### config.mk
export PLATFORM = sky130hd
export DESIGN_NAME = ifetch_ctrl
export DESIGN_NICKNAME = d
export VERILOG_FILES = /design/src/rtl/ifetch_pkg.sv /design/src/rtl/fetch_fifo.sv /design/src/rtl/ifetch_ctrl.sv
export SDC_FILE = /design/constraint.sdc
export NUM_CORES = 1
export LEC_CHECK = 0
export BUFFER_PORTS_ARGS = -buffer_cell sky130_fd_sc_hd__buf_2
export CORE_MARGIN = 5
export CORE_UTILIZATION = 35
export DETAILED_ROUTE_END_ITERATION = 10
export PLACE_DENSITY = 0.66
export SKIP_CTS_REPAIR_TIMING = 1
export SYNTH_ARGS = -nofsm -noshare
export SYNTH_HDL_FRONTEND = slang
export SYNTH_HIERARCHICAL = 1
export SYNTH_SLANG_ARGS = --single-unit
### constraint.sdc
create_clock -name clk -period 17.5 [get_ports clk]
set_input_delay 1.75 -clock clk [delete_from_list [all_inputs] [get_ports clk]]
set_output_delay 1.75 -clock clk [all_outputs]
set_load 0.01 [all_outputs]
### src/rtl/ifetch_pkg.sv
// Shared types and constants for the instruction-fetch sequencer.
// Contents: imem/instruction/PC widths, the fetch queue entry type and
// the byte-PC to imem word-address mapping.
package ifetch_pkg;

    localparam int unsigned IMEM_AW = 6;
    localparam int unsigned INSTR_W = 32;
    localparam int unsigned PC_W    = 64;

    typedef struct packed {
        logic [PC_W-1:0]    pc;
        logic [INSTR_W-1:0] instr;
    } fetch_entry_t;

    // imem is word addressed and only 64 words deep, so upper PC bits alias.
    function automatic logic [IMEM_AW-1:0] imem_word(input logic [PC_W-1:0] pc);
        return pc[IMEM_AW+1:2];
    endfunction

endpackage

### src/rtl/fetch_fifo.sv
// Circular fetch queue holding (pc, instr) entries.
// Ports:
//   clk, reset      clock, async active-high reset
//   push, din       enqueue din (ignored when full and not popping)
//   pop             dequeue head (ignored when empty)
//   clear           empty the queue; wins over push and pop
//   full, empty     occupancy flags
//   head            entry at the read pointer (stale when empty)
module fetch_fifo
    import ifetch_pkg::*;
#(
    parameter int unsigned DEPTH = 2
) (
    input  logic         clk,
    input  logic         reset,
    input  logic         push,
    input  logic         pop,
    input  logic         clear,
    input  fetch_entry_t din,
    output logic         full,
    output logic         empty,
    output fetch_entry_t head
);

    localparam int unsigned PTR_W = $clog2(DEPTH);
    localparam int unsigned CNT_W = PTR_W + 1;

    fetch_entry_t     mem [DEPTH];
    logic [PTR_W-1:0] rd_ptr;
    logic [PTR_W-1:0] wr_ptr;
    logic [CNT_W-1:0] count;
    logic             do_push;
    logic             do_pop;

    assign full    = (count == CNT_W'(DEPTH));
    assign empty   = (count == '0);
    assign do_pop  = pop & ~empty;
    // A full queue can still accept when the head leaves on the same edge.
    assign do_push = push & (~full | do_pop);
    assign head    = mem[rd_ptr];

    // Pointers and occupancy; pointers wrap naturally as DEPTH is a power of two.
    always_ff @(posedge clk or posedge reset) begin
        if (reset) begin
            rd_ptr <= '0;
            wr_ptr <= '0;
            count  <= '0;
        end else if (clear) begin
            rd_ptr <= '0;
            wr_ptr <= '0;
            count  <= '0;
        end else begin
            if (do_push) wr_ptr <= wr_ptr + PTR_W'(1);
            if (do_pop)  rd_ptr <= rd_ptr + PTR_W'(1);
            count <= count + CNT_W'(do_push) - CNT_W'(do_pop);
        end
    end

    // Entry storage; contents are don't-care while unoccupied.
    always_ff @(posedge clk) begin
        if (do_push && !clear) mem[wr_ptr] <= din;
    end

endmodule

### src/rtl/ifetch_ctrl.sv
// Instruction-fetch sequencer: owns the fetch PC, addresses the
// combinational imem and queues fetched words for decode.
// Ports:
//   clk, reset                 clock, async active-high reset
//   en                         fetch enable (queue still drains when low)
//   imem_addr / imem_q         imem word address / read data
//   redirect, redirect_pc      branch/exception redirect strobe and target
//   dec_valid/dec_ready        decode handshake on the queue head
//   dec_instr, dec_pc          head entry, zero when the queue is empty
module ifetch_ctrl
    import ifetch_pkg::*;
#(
    parameter int unsigned    DEPTH    = 2,
    parameter logic [PC_W-1:0] RESET_PC = 64'h0
) (
    input  logic               clk,
    input  logic               reset,
    input  logic               en,
    output logic [IMEM_AW-1:0] imem_addr,
    input  logic [INSTR_W-1:0] imem_q,
    input  logic               redirect,
    input  logic [PC_W-1:0]    redirect_pc,
    output logic               dec_valid,
    input  logic               dec_ready,
    output logic [INSTR_W-1:0] dec_instr,
    output logic [PC_W-1:0]    dec_pc
);

    logic [PC_W-1:0] fetch_pc;
    logic            full;
    logic            empty;
    logic            push;
    logic            pop;
    fetch_entry_t    din;
    fetch_entry_t    head;

    assign imem_addr = imem_word(fetch_pc);

    assign pop  = dec_valid & dec_ready;
    // Redirect suppresses the push; the FIFO clear also overrides the pop.
    assign push = en & ~redirect & (~full | pop);

    assign din.pc    = fetch_pc;
    assign din.instr = imem_q;

    // Head outputs come straight from queue storage, masked to zero when empty.
    assign dec_valid = ~empty;
    assign dec_instr = empty ? '0 : head.instr;
    assign dec_pc    = empty ? '0 : head.pc;

    // Fetch PC: redirect wins, otherwise advance one word per accepted push.
    always_ff @(posedge clk or posedge reset) begin
        if (reset) begin
            fetch_pc <= RESET_PC;
        end else if (redirect) begin
            fetch_pc <= redirect_pc;
        end else if (push) begin
            fetch_pc <= fetch_pc + PC_W'(4);
        end
    end

    fetch_fifo #(
        .DEPTH(DEPTH)
    ) u_fifo (
        .clk   (clk),
        .reset (reset),
        .push  (push),
        .pop   (pop),
        .clear (redirect),
        .din   (din),
        .full  (full),
        .empty (empty),
        .head  (head)
    );

endmodule

==> flow_metrics.py <==
metrics = {
    "final_layout": {
        "layout_common_cells": "buf_2 (203), edfxtp_1 (192), mux2_2 (101)",
        "fillers": 3069,
        "drive_above_1_share": 0.340,
        "layout_commonest_cell": "buf_2",
        "fin_nets": 1174,
        "utilization": 0.427,
        "diodes": 0,
        "areaGrowthSynthToFinish_pct": 19.8,
    },
    "global_route": {
        "grt_max_degree": 81,
        "grt_usage": 0.147,
        "grt_overflow": 0,
        "grt_pass1_vias": 7661,
        "grt_antenna_before_repair": 1,
        "grt_pass1_wl_um": 42900,
    },
    "sta": {
        "tightest_slew_ns": 1.14,
        "slew-limit-headroom": 0.243,
        "min_period_ns": 4.59,
        "finalSetupTns_ns": 0,
        "post-route-period-util": 0.262,
        "max_freq_mhz": 218,
        "rsz0062_at_grt": "no",
        "fin_skew_ns": 0.0112,
        "finalSetupViolations": 0,
        "hold_violations": 0,
        "drv_slew": 0,
    },
    "setup_path": {
        "critPathBufInv": 2,
        "start_kind": "register",
        "worstPathArrival_ns": 2.84,
        "end_kind": "primary output",
        "crit_path_max_fanout": 79,
        "crit_type": "reg2out",
        "path_cells": "buf_4, mux2_2, nor2b_1, buf_2",
        "critPathRequiredTime_ns": 15.75,
        "slowest_delay_ns": 0.81,
        "cpMaxStageDelayCell": "buf_4",
        "cp_top_family": "buffers and inverters",
    },
    "logic_synthesis": {
        "synth_top_area_share": 0.494,
        "synthTopCellsByArea": "edfxtp_1 (49%), dfrtp_1 (15%), mux2_2 (9.8%), nor2b_1 (5.3%), xor2_1 (2.0%)",
        "synthFlopType": "edfxtp_1",
        "synth_edf_count": 192,
        "syn_avg_cell_area_sq_um": 13.3,
        "yosysUniqueCellTypes": 49,
        "syn-cell-area_sq_mm": 0.0117,
        "synth-async-reset-ratio": 0.262,
        "netlist_instances": 876,
        "yosysWarnings": 6,
        "syn_nets": 979,
        "seq_area_frac_synth": 0.640,
        "synth_top_cell_by_area": "edfxtp_1",
        "ys_ff_latch": 260,
    },
    "drt": {
        "drt-total-wl_um": 28000,
        "antenna_left": 0,
        "viasPerCell": 5.02,
        "wl_met3_um": 1770,
        "drt-initial-drc-count": 492,
        "wl_met1_um": 12600,
        "vias": 7714,
        "drc": 0,
        "highest_layer": "met5",
        "wire_per_inst_um": 18.2,
        "wl_met2_um": 12900,
        "drt_first_pass_iters": 5,
    },
    "die": {
        "rows": 66,
        "coreArea_sq_mm": 0.0327,
        "die_y_um": 193,
        "die_w_um": 193,
        "initial_utilization": 0.357,
        "ios": 204,
        "die_area_sq_mm": 0.0371,
    },
    "cts": {
        "cts.clk_slew.worst_paths_ns": 0.06,
        "clock-sinks": 260,
        "cts_tree": "yes",
        "cts-buffers-inserted": 29,
        "root_buffer": "clkbuf_16",
        "clk_path_buf_depth": 3,
        "htree_levels": 1,
        "insertion_delay_ns": 0.54,
    },
    "placed_design": {
        "gp_congestion": 0.820,
        "dp.final_hpwl_um": 18800,
        "port-buffer-count": 203,
    },
    "pwr": {
        "max-vdd-ir-drop_mv": 0.0725,
        "p_leak_nw": 5.17,
        "switchingPower_mw": 0.325,
        "seq_power_share": 0.519,
        "internal_power_mw": 1.07,
        "power.density_mw_per_mm2": 99.5,
        "pwr-share-clk": 0.405,
        "comb_power_share": 0.076,
        "switching_share": 0.234,
    },
    "flow_run": {
        "drv_cap": 0,
    },
    "status": {
        "status": "finished clean",
    },
    "min_path": {
        "min_path_type": "reg2reg",
    },
}
==> sequential cells by signal, summed over array words and instances, names as in the netlist <==
signal         count
u_fifo/mem       192
u_fifo/rd_ptr      1
u_fifo/wr_ptr      1
u_fifo/count       2
fetch_pc          64
==> metrics by stage <==
stage | cell area [sq um] | cells | setup slack, ns | power [mW] | hold WS (ns)
3_5_place_dp | 13100 | 1482 | 13.30 | 0.842 | 0.452
3_3_place_gp | 13100 | 1482 | 13.40 | 0.838 | 0.443
4_1_cts | 14000 | 1536 | 12.83 | 1.41 | 0.460
6_report | 14000 | 1536 | 12.91 | 1.39 | 0.457
5_1_grt | 14000 | 1536 | 12.64 | 1.45 | 0.474
2_1_floorplan | 11700 | 876 | 7.14 | 0.792 | 0.438
==> cell type report <==
class / count / area [sq um] / share of cell area
multi-input combinational: 557 / 3920 / 0.281
inverter: 9 / 33.8 / 0.00242
sequential: 260 / 7470 / 0.535
timing repair buffer: 214 / 1100 / 0.0786
clock buffer: 44 / 832 / 0.0595
clock inverter: 10 / 63.8 / 0.00457
tap: 442 / 553 / 0.0396
==> kinds of logic (layout without fill, tap and decap cells) <==
family | count (synthesis) | in the layout | share of synthesized area
compound gates | 101 | 101 | 0.0535
xor+xnor | 32 | 32 | 0.0240
fa+ha+maj | 2 | 2 | 0.00215
buf+inv | 59 | 277 | 0.0249
flops | 260 | 260 | 0.640
mux | 102 | 102 | 0.0984
simple gates | 320 | 320 | 0.157
==> cell usage after synthesis, drive strengths merged, types with 2 or more instances <==
| cell | count |
|---|---|
| a211oi | 2 |
| a21oi | 3 |
| a31oi | 27 |
| and2 | 5 |
| and3 | 10 |
| and4 | 4 |
| buf | 18 |
| clkbuf | 32 |
| dfrtp | 68 |
| edfxtp | 192 |
| ha | 2 |
| inv | 9 |
| mux2 | 101 |
| nand2 | 53 |
| nand2b | 4 |
| nand3 | 31 |
| nand4 | 25 |
| nand4b | 3 |
| nor2 | 41 |
| nor2b | 99 |
| nor3 | 6 |
| nor4 | 8 |
| o21ai | 42 |
| o31a | 2 |
| o31ai | 17 |
| o41ai | 3 |
| or2 | 2 |
| or3 | 8 |
| or4 | 19 |
| xnor2 | 6 |
| xor2 | 26 |
==> path summary, 6_finish.rpt <==
check                                      from  slack, ns           endpoint  cells after the start
worst max-delay path              u_fifo/rd_ptr      12.91          dec_pc[8]                      4
max in group asynchronous                 reset      15.20       fetch_pc[32]                      3
worst min register to register      fetch_pc[1]       0.46  u_fifo/mem[0][33]                      0
min in group asynchronous                 reset       1.11      u_fifo/wr_ptr                      2
worst max register to register  u_fifo/count[0]      14.30       fetch_pc[32]                      6
worst min-delay path                fetch_pc[1]       0.46  u_fifo/mem[0][33]                      0
==> metal layers <==
metal / GRT usage / up-vias
met2: 0.234 / 266
met4: 0.0362 / 2
met1: 0.210 / 3743
met5: 0 / -
met3: 0.0264 / 48
li1: - / 3655
==> power by group through the flow <==
stage | logic (mW) | clock network [mW] | registers (mW)
detailed placement | 0.107 | 0 | 0.734
floorplan | 0.0659 | 0 | 0.726
CTS | 0.108 | 0.579 | 0.722
finish | 0.106 | 0.563 | 0.722
global route | 0.118 | 0.609 | 0.726
global placement | 0.106 | 0 | 0.732
Note: power is estimated with default switching activity, not from simulation.
